===== config.mk =====
export PLATFORM = sky130hd
export DESIGN_NAME = vga_sync_flat
export DESIGN_NICKNAME = d
export VERILOG_FILES = /design/src/rtl/vga_pkg.sv /design/src/rtl/vga_sync_if.sv /design/src/rtl/pixel_tick_div.sv /design/src/rtl/vga_sync.sv /design/src/flat_wrapper.sv
export SDC_FILE = /design/constraint.sdc
export NUM_CORES = 1
export LEC_CHECK = 0
export CAP_MARGIN = 20
export CORE_MARGIN = 4
export CORE_UTILIZATION = 25
export CTS_BUF_LIST = sky130_fd_sc_hd__clkbuf_16
export DETAILED_ROUTE_END_ITERATION = 7
export PLACE_DENSITY_LB_ADDON = 0.3
export SLEW_MARGIN = 5
export SYNTH_ARGS = -nofsm -noshare
export SYNTH_HDL_FRONTEND = slang
export SYNTH_SLANG_ARGS = --single-unit

===== constraint.sdc =====
create_clock -name clk -period 3.37 [get_ports clk]
set_input_delay 0.8425 -clock clk [delete_from_list [all_inputs] [get_ports clk]]
set_output_delay 0.8425 -clock clk [all_outputs]
set_load 0.005 [all_outputs]

===== src/rtl/vga_pkg.sv =====
// ============================================================================
// Module : vga_pkg
// Brief  : Default 640x480@60 timing constants and total-length helper.
// Rev    : 1.0
// ============================================================================
`default_nettype none

package vga_pkg;

    localparam int   c_h_display = 640;
    localparam int   c_h_front   = 16;
    localparam int   c_h_sync    = 96;
    localparam int   c_h_back    = 48;
    localparam int   c_v_display = 480;
    localparam int   c_v_front   = 10;
    localparam int   c_v_sync    = 2;
    localparam int   c_v_back    = 33;
    localparam logic c_sync_pol  = 1'b0;
    // Counters are 10 bits wide, so neither total may exceed this.
    localparam int   c_max_total = 1024;

    function automatic int calc_total(input int disp, input int front,
                                      input int sync, input int back);
        return disp + front + sync + back;
    endfunction

endpackage

`default_nettype wire


===== src/rtl/vga_sync_if.sv =====
// ============================================================================
// Module : vga_sync_if
// Brief  : Timing bundle from the sync generator to pixel/object blocks.
// Rev    : 1.0
// ============================================================================
`default_nettype none

interface vga_sync_if;

    logic       hsync;
    logic       vsync;
    logic       video_on;
    logic       p_tick;
    logic [9:0] pixel_x;
    logic [9:0] pixel_y;
    logic       frame_tick;

    modport master (
        output hsync, vsync, video_on, p_tick, pixel_x, pixel_y, frame_tick
    );

    modport slave (
        input  hsync, vsync, video_on, p_tick, pixel_x, pixel_y, frame_tick
    );

endinterface

`default_nettype wire


===== src/rtl/pixel_tick_div.sv =====
// ============================================================================
// Module : pixel_tick_div
// Brief  : Divides clk by DIV into a one-clk pixel strobe.
// Rev    : 1.0
// ============================================================================
`default_nettype none

module pixel_tick_div #(
    parameter int DIV = 4
) (
    input  logic clk,
    input  logic rstn,
    output logic o_p_tick
);

    localparam int                 c_cnt_w = (DIV > 1) ? $clog2(DIV) : 1;
    localparam logic [c_cnt_w-1:0] c_last  = c_cnt_w'(DIV - 1);

    logic [c_cnt_w-1:0] r_div_cnt;
    logic               w_wrap;

    generate
        if (DIV < 1) begin : g_div_check
            $error("pixel_tick_div: DIV must be at least 1");
        end
    endgenerate

    assign w_wrap = (r_div_cnt == c_last);

    always_ff @(posedge clk) begin
        if (!rstn) begin
            r_div_cnt <= '0;
        end else if (w_wrap) begin
            r_div_cnt <= '0;
        end else begin
            r_div_cnt <= r_div_cnt + 1'b1;
        end
    end

    // Gated by rstn so the strobe is low for the whole reset, even with DIV=1.
    assign o_p_tick = w_wrap && rstn;

endmodule

`default_nettype wire


===== src/rtl/vga_sync.sv =====
// ============================================================================
// Module : vga_sync
// Brief  : 640x480 VGA timing generator (counters, sync decode, frame tick).
//          VGA_SYNC_PIPE_EN delays hsync/vsync/video_on by one pixel.
// Rev    : 1.0
// ============================================================================
`default_nettype none

module vga_sync
    import vga_pkg::*;
#(
    parameter int   DIV       = 4,
    parameter int   H_DISPLAY = c_h_display,
    parameter int   H_FRONT   = c_h_front,
    parameter int   H_SYNC    = c_h_sync,
    parameter int   H_BACK    = c_h_back,
    parameter int   V_DISPLAY = c_v_display,
    parameter int   V_FRONT   = c_v_front,
    parameter int   V_SYNC    = c_v_sync,
    parameter int   V_BACK    = c_v_back,
    parameter logic SYNC_POL  = c_sync_pol
) (
    input  logic        clk,
    input  logic        rstn,
    vga_sync_if.master  vga
);

    localparam int c_h_total = calc_total(H_DISPLAY, H_FRONT, H_SYNC, H_BACK);
    localparam int c_v_total = calc_total(V_DISPLAY, V_FRONT, V_SYNC, V_BACK);

    localparam logic [9:0]  c_h_last   = 10'(c_h_total - 1);
    localparam logic [9:0]  c_v_last   = 10'(c_v_total - 1);
    localparam logic [9:0]  c_v_frame  = 10'(V_DISPLAY + 1);
    localparam logic [10:0] c_h_disp   = 11'(H_DISPLAY);
    localparam logic [10:0] c_v_disp   = 11'(V_DISPLAY);
    localparam logic [10:0] c_hs_start = 11'(H_DISPLAY + H_FRONT);
    localparam logic [10:0] c_hs_end   = 11'(H_DISPLAY + H_FRONT + H_SYNC);
    localparam logic [10:0] c_vs_start = 11'(V_DISPLAY + V_FRONT);
    localparam logic [10:0] c_vs_end   = 11'(V_DISPLAY + V_FRONT + V_SYNC);

    generate
        if (c_h_total > c_max_total || c_v_total > c_max_total) begin : g_total_check
            $error("vga_sync: H_TOTAL or V_TOTAL exceeds 1024");
        end
    endgenerate

    logic       w_p_tick;
    logic [9:0] r_x, r_y;
    logic [9:0] w_x_next, w_y_next;
    logic       r_hsync, r_vsync;
    logic       w_hsync_act, w_vsync_act;
    logic       w_video_on;

    pixel_tick_div #(
        .DIV      (DIV)
    ) u_div (
        .clk      (clk),
        .rstn     (rstn),
        .o_p_tick (w_p_tick)
    );

    always_comb begin
        w_x_next = r_x;
        w_y_next = r_y;
        if (w_p_tick) begin
            if (r_x == c_h_last) begin
                w_x_next = '0;
                w_y_next = (r_y == c_v_last) ? 10'd0 : r_y + 10'd1;
            end else begin
                w_x_next = r_x + 10'd1;
            end
        end
    end

    // Decoding the next-state position lets sync change on the same edge
    // as the counters it belongs to.
    assign w_hsync_act = ({1'b0, w_x_next} >= c_hs_start) && ({1'b0, w_x_next} < c_hs_end);
    assign w_vsync_act = ({1'b0, w_y_next} >= c_vs_start) && ({1'b0, w_y_next} < c_vs_end);

    always_ff @(posedge clk) begin
        if (!rstn) begin
            r_x     <= '0;
            r_y     <= '0;
            r_hsync <= ~SYNC_POL;
            r_vsync <= ~SYNC_POL;
        end else begin
            r_x     <= w_x_next;
            r_y     <= w_y_next;
            r_hsync <= w_hsync_act ? SYNC_POL : ~SYNC_POL;
            r_vsync <= w_vsync_act ? SYNC_POL : ~SYNC_POL;
        end
    end

    assign w_video_on = ({1'b0, r_x} < c_h_disp) && ({1'b0, r_y} < c_v_disp);

`ifdef VGA_SYNC_PIPE_EN
    logic r_hsync_d, r_vsync_d, r_video_on_d;

    always_ff @(posedge clk) begin
        if (!rstn) begin
            r_hsync_d    <= ~SYNC_POL;
            r_vsync_d    <= ~SYNC_POL;
            r_video_on_d <= 1'b0;
        end else if (w_p_tick) begin
            r_hsync_d    <= r_hsync;
            r_vsync_d    <= r_vsync;
            r_video_on_d <= w_video_on;
        end
    end

    assign vga.hsync    = r_hsync_d;
    assign vga.vsync    = r_vsync_d;
    assign vga.video_on = r_video_on_d;
`else
    assign vga.hsync    = r_hsync;
    assign vga.vsync    = r_vsync;
    assign vga.video_on = w_video_on;
`endif

    assign vga.p_tick     = w_p_tick;
    assign vga.pixel_x    = r_x;
    assign vga.pixel_y    = r_y;
    assign vga.frame_tick = w_p_tick && (r_x == 10'd0) && (r_y == c_v_frame);

endmodule

`default_nettype wire


===== src/flat_wrapper.sv =====
// flat-port wrapper written by rule: the top's interface ports become plain ports
module vga_sync_flat import vga_pkg::*;
#(
    parameter int   DIV       = 4,
    parameter int   H_DISPLAY = c_h_display,
    parameter int   H_FRONT   = c_h_front,
    parameter int   H_SYNC    = c_h_sync,
    parameter int   H_BACK    = c_h_back,
    parameter int   V_DISPLAY = c_v_display,
    parameter int   V_FRONT   = c_v_front,
    parameter int   V_SYNC    = c_v_sync,
    parameter int   V_BACK    = c_v_back,
    parameter logic SYNC_POL  = c_sync_pol
)
  (clk, rstn, vga_hsync, vga_vsync, vga_video_on, vga_p_tick, vga_pixel_x, vga_pixel_y, vga_frame_tick);
  vga_sync_if vga_i ();
  input  logic clk;
  input  logic rstn;
  output wire logic [$bits(vga_i.hsync)-1:0] vga_hsync;
  output wire logic [$bits(vga_i.vsync)-1:0] vga_vsync;
  output wire logic [$bits(vga_i.video_on)-1:0] vga_video_on;
  output wire logic [$bits(vga_i.p_tick)-1:0] vga_p_tick;
  output wire logic [$bits(vga_i.pixel_x)-1:0] vga_pixel_x;
  output wire logic [$bits(vga_i.pixel_y)-1:0] vga_pixel_y;
  output wire logic [$bits(vga_i.frame_tick)-1:0] vga_frame_tick;
  assign vga_hsync = vga_i.hsync;
  assign vga_vsync = vga_i.vsync;
  assign vga_video_on = vga_i.video_on;
  assign vga_p_tick = vga_i.p_tick;
  assign vga_pixel_x = vga_i.pixel_x;
  assign vga_pixel_y = vga_i.pixel_y;
  assign vga_frame_tick = vga_i.frame_tick;
  vga_sync #(.DIV(DIV), .H_DISPLAY(H_DISPLAY), .H_FRONT(H_FRONT), .H_SYNC(H_SYNC), .H_BACK(H_BACK), .V_DISPLAY(V_DISPLAY), .V_FRONT(V_FRONT), .V_SYNC(V_SYNC), .V_BACK(V_BACK), .SYNC_POL(SYNC_POL)) u_core (.clk(clk), .rstn(rstn), .vga(vga_i));
endmodule

After elaboration in Yosys (flattened, before gate mapping):

Cells that the tools add are included.

* logic and storage cells: 34
* output and inout bits: 25
* bits in registers: 24
* input port bits: 2

* bitwise logic cells: 1
* add/sub/neg operators: 3
* muxes and demuxes: 7
* equal/unequal tests: 4
* order comparisons: 6
* reduce and logical (&&, ||, !) cells: 8

Operator list (count)
* $mux W10: 5
* $add A10 B1 Y10 const B: 2
* $eq A10 B10 Y1 const B: 2
* $lt A10 B10 Y1 const B: 2
* $lt A10 B9 Y1 const B: 2
* $eq A10 B9 Y1 const B: 1
* $ge A10 B10 Y1 const B: 1
* $ge A10 B9 Y1 const B: 1
* $logic_not A10 Y1: 1
* $logic_and A1 B1 Y1: 6
* $add A2 B1 Y2 const B: 1
* $eq A2 B2 Y1 const B: 1
* $mux W1: 2
* $reduce_or A2 Y1: 1
* $not A1 Y1: 1

Logic depth before layout (Yosys ltp):

* depth in word-level cells: 7
* depth in mapped cells: 7

Modules after synthesis:

A second synthesis with hierarchy kept.

* cells, all modules: 148
* area, all modules: 1282.5 µm²

Modules (own cells, without submodules)
* vga_sync: instances 1, area an instance 1201.2 µm², seq. area each 440.4 µm², cells each 142
* pixel_tick_div: instances 1, area an instance 81.3 µm², seq. area each 40.0 µm², cells each 6

Least setup slack after synthesis:

No wires, ideal clock.

* kind: input to register
* start point: input port rstn
* end point: register u_core.r_vsync (netlist: u_core.vga.vsync)
* slack: 782 ps
* path buffers: 1
* setup time: 131 ps
* stages on the path: 6
* arrival: 2457 ps
* path through: clkbuf_1 nand2_1 or4_4 or3_4 a221oi_2 nand4_1

* word-level cells in the longest chain between the ends: 5
* elaborated cells on any way between the ends: 6
* classes of those cells: 2 x order compare; 2 x mux; 2 x reduce/logical

RTL lines
* start, declared: RTL line flat_wrapper.sv:18 `input logic rstn;`
* $logic_and A1 B1 Y1: RTL line pixel_tick_div.sv:41 `assign o_p_tick = w_wrap && rstn;`
* $mux W10: RTL line vga_sync.sv:65 `if (w_p_tick) begin`
* $ge A10 B9 Y1 / $lt A10 B9 Y1 (equally long branches): RTL line vga_sync.sv:78 `assign w_vsync_act = ({1'b0, w_y_next} >= c_vs_start) && ({1'b0, w_y_next} < c_vs_end);`
* $logic_and A1 B1 Y1: RTL line vga_sync.sv:78
* $mux W1: RTL line vga_sync.sv:90 `r_vsync <= w_vsync_act ? SYNC_POL : ~SYNC_POL;`
* end signal, assigned: RTL line vga_sync.sv:85 `r_vsync <= ~SYNC_POL;`
* end signal, assigned: RTL line vga_sync.sv:90
* end, declared: RTL line vga_sync.sv:50 `logic r_hsync, r_vsync;`

Several ways; a longest one is shown, not always the timed one.
A chain may end at the register's enable or synchronous reset.

Final worst setup path:

* start point: input port rstn
* end point: output port vga_p_tick

* word-level cells in the longest chain between the ends: 1

RTL lines
* $logic_and A1 B1 Y1: RTL line pixel_tick_div.sv:41
* end, declared: RTL line flat_wrapper.sv:22 `output wire logic [$bits(vga_i.p_tick)-1:0] vga_p_tick;`

No other way between the ends.

==> results.json <==
{
  "syn_area_um2": 1326,
  "clkTransAtPathRegs_ps": 60,
  "slowest_delay_ps": 510,
  "maxCapViolCount": 0,
  "slew_viol_final": 0,
  "crit_chain": "clkdlybuf4s50_1 -> nand2_1 -> buf_4 -> inv_1 -> clkdlybuf4s50_1",
  "die_h_um": 80.84,
  "power_density_nw_per_um2": 327.0,
  "rsz0062_at_grt": "no",
  "final_antenna_net_count": 0,
  "io_buffers": 26,
  "drc": 0,
  "synthAdderAreaFrac_pct": 5.660,
  "skew_ps": 2.659,
  "syn_area_per_cell_um2": 8.238,
  "synthXorXnorAreaFrac_pct": 5.943,
  "reg2reg_setup_slack_ps": 900,
  "ff2ff_path_depth": 7,
  "dieArea_um2": 6534,
  "final_core_util_pct": 34.27,
  "syn_to_final_growth_pct": 32.83,
  "ios": 27,
  "critPathKind": "primary input to primary output",
  "r2r-start": "u_core.u_div.r_div_cnt[0]",
  "ys_ff_latch": 24,
  "synthSimpleGateAreaFrac_pct": 32.26,
  "finalHoldViolCount": 0,
  "crit_path_start_kind": "primary input",
  "track_usage_pct": 11.61,
  "synth_top_cell_by_area": "dfxtp_1",
  "syn_nets": 169,
  "cts_tree": "done",
  "first_global_vias": 1229,
  "critical_path.most_common_cell": "clkdlybuf4s50_1",
  "slew_headroom_pct": 65.85,
  "cts.sinks": 24,
  "synth_cell_types": 43,
  "drive_gt1_share_pct": 7.447,
  "max_freq_ghz": 0.3297,
  "status": "finished, final reports clean",
  "overflow": 0,
  "cp-endpoint": "vga_p_tick",
  "yosys-top-cells-area": "dfxtp_1 36%, ha_1 5.7%, nor2_1 5.1%",
  "grt_max_degree": 17,
  "place_area_um2": 1684,
  "route.vias.total": 1284,
  "start_util_pct": 25.80,
  "finalNetCount": 198,
  "synth-compound-area-share_pct": 14.81,
  "post_cts_buffers": 0,
  "r2r-end": "u_core.vga.vsync",
  "ys_seq_area_share_pct": 36.23,
  "critPathLaunch": "rstn",
  "endpoint_kind": "primary output",
  "arrival_ps": 2190,
  "p_leak_nw": 0.5886,
  "clock_latency_ps": 250,
  "yosysWarnings": 0,
  "hold_class": "flop to flop",
  "h-tree-depth": 1,
  "worst_path_dominant_cell_family": "buffers and inverters",
  "critPathMaxFanout": 4,
  "finalSetupTns_ps": 0,
  "path_buf_inv": 4,
  "synth_top_family_by_area": "simple AND/OR/NAND/NOR gates",
  "cp_slowest_cell": "clkdlybuf4s50_1",
  "dieWidth_um": 80.84,
  "wl_per_cell_um": 13.83,
  "syn-instance-count": 161,
  "drtPass1Iterations": 5,
  "min_period_ps": 3033,
  "rows": 26,
  "ir_worst_vdd_uv": 172.4,
  "fp.coreArea_um2": 5140,
  "avgViaCountPerCell": 4.977,
  "synth_mux_area_share_pct": 0.7547,
  "dp_hpwl_um": 2581,
  "final_cell_area_um2": 1762,
  "tightest_slew_ps": 508.3,
  "cts_root_buffer": "clkbuf_16",
  "gp_congestion": 0.7673,
  "cts_buffers": 3,
  "required_ps": 2530,
  "hold_ws_ps": 426.0,
  "synth_top_cell_area_share_pct": 36.23,
  "cp.depth": 5,
  "clock_path_buffers": 2,
  "grt_pass1_wl_um": 6051,
  "antenna_found_initial": 0,
  "antennaDiodeCount": 0,
  "totalWireLength_um": 3569,
  "setup_viol": 0,
  "timing.final.crit_share_pct": 89.99,
  "dr.first_iter.drc_count": 97
}
-- synthesized netlist by cell type --
cell type	n
mux2i_1	1
ha_1	6
a21boi_0	3
nor3_1	4
nand4b_1	1
o211ai_1	1
xor2_1	2
nand3_1	10
and3b_1	1
nor4bb_1	1
o211a_1	1
inv_1	8
and4_1	2
a211oi_1	2
a22o_1	1
a221oi_2	1
nand4_1	6
buf_2	1
nor4_1	5
or3_4	2
and3_1	1
nor2_1	18
or4_4	1
nand2b_1	2
or3_1	3
dfxtp_1	24
nor4_2	1
a41oi_1	1
xnor2_1	7
o21ai_1	3
a31o_2	1
o31a_1	1
a21oi_1	3
nor2b_1	2
a22oi_1	1
o21ai_0	6
o311ai_0	2
nor3b_1	1
nand2_1	14
clkbuf_1	6
nand3b_1	1
o22ai_1	1
and2_1	2
-- cell families after synthesis --
group,count (synthesis)
muxes,1
buffers and inverters,15
xor gates and xnor gates,9
AOI/OAI and AO/OA,28
adders and majority gates,6
and+or+nand+nor,78
DFF,24
-- cell usage in the layout (no fill, tap or decap), types with 2 or more instances in the layout --
master / n
nor2b_1: 2
a21oi_1: 3
nand2_1: 14
nand2b_1: 2
nor3_1: 4
nand3_1: 10
buf_4: 5
clkbuf_16: 3
and4_1: 2
ha_1: 6
nand4_1: 6
xnor2_1: 7
or3_1: 3
dfxtp_1: 24
o311ai_0: 2
nor2_1: 18
a21boi_0: 3
clkdlybuf4s50_1: 25
and2_1: 2
inv_1: 8
a211oi_1: 2
o21ai_1: 3
xor2_1: 2
o21ai_0: 6
nor4_1: 5
or3_4: 2
-- registers in the layout (all words and copies together), names as in the netlist --
| signal | count |
|---|---|
| u_core.u_div.r_div_cnt | 2 |
| u_core.vga.hsync | 1 |
| u_core.vga.pixel_x | 10 |
| u_core.vga.pixel_y | 10 |
| u_core.vga.vsync | 1 |
-- worst min-delay path by stage --
stage                                          from                   endpoint  cells past startpoint
after floorplan           u_core.u_div.r_div_cnt[0]  u_core.u_div.r_div_cnt[0]                      1
after global placement    u_core.u_div.r_div_cnt[0]  u_core.u_div.r_div_cnt[0]                      1
after detailed placement  u_core.u_div.r_div_cnt[0]  u_core.u_div.r_div_cnt[0]                      1
after CTS                 u_core.u_div.r_div_cnt[0]  u_core.u_div.r_div_cnt[0]                      1
after global routing      u_core.u_div.r_div_cnt[0]  u_core.u_div.r_div_cnt[0]                      1
final                     u_core.u_div.r_div_cnt[0]  u_core.u_div.r_div_cnt[0]                      1
-- routing by layer --
metal | track usage, % | routed length, um | vias to the layer above
li1 | - | - | 641
met1 | 16.29 | 1707 | 615
met2 | 17.16 | 1616 | 26
met3 | 2.550 | 205 | 2
met4 | 4.561 | 39 | 0
met5 | 0 | 0 | -
-- power breakdown --
part | leakage, nW | total [mW] | internal (mW) | switching, mW
Sequential | 0.194 | 0.293 | 0.289 | 0.00381
Combinational | 0.358 | 0.0286 | 0.0139 | 0.0147
Clock | 0.0370 | 0.255 | 0.157 | 0.0979
-- final cells by class --
cell class / instances / area [um^2]
inverter: 8 / 30.03
sequential: 24 / 480.5
clock buffer: 3 / 75.07
timing repair buffer: 31 / 300.3
tap: 70 / 87.58
fill: 552 / 3378
multi-input combinational: 122 / 788.3
-- what timing repair did --
item                                    in CTS  in global routing
endpoints found under the setup margin       0                  1
gates resized for setup                      0                  1
hold buffers                                 0                  0
-- metrics by stage --
step,setup WS (ps),std cells,power (mW)
6_report,337.4,258,0.5761
3_3_place_gp,168.1,255,0.3274
5_1_grt,265.7,258,0.5974
3_5_place_dp,139.5,255,0.3282
2_1_floorplan,782.5,161,0.3142
4_1_cts,132.5,258,0.5822
Power figures use the tool's default switching activity.
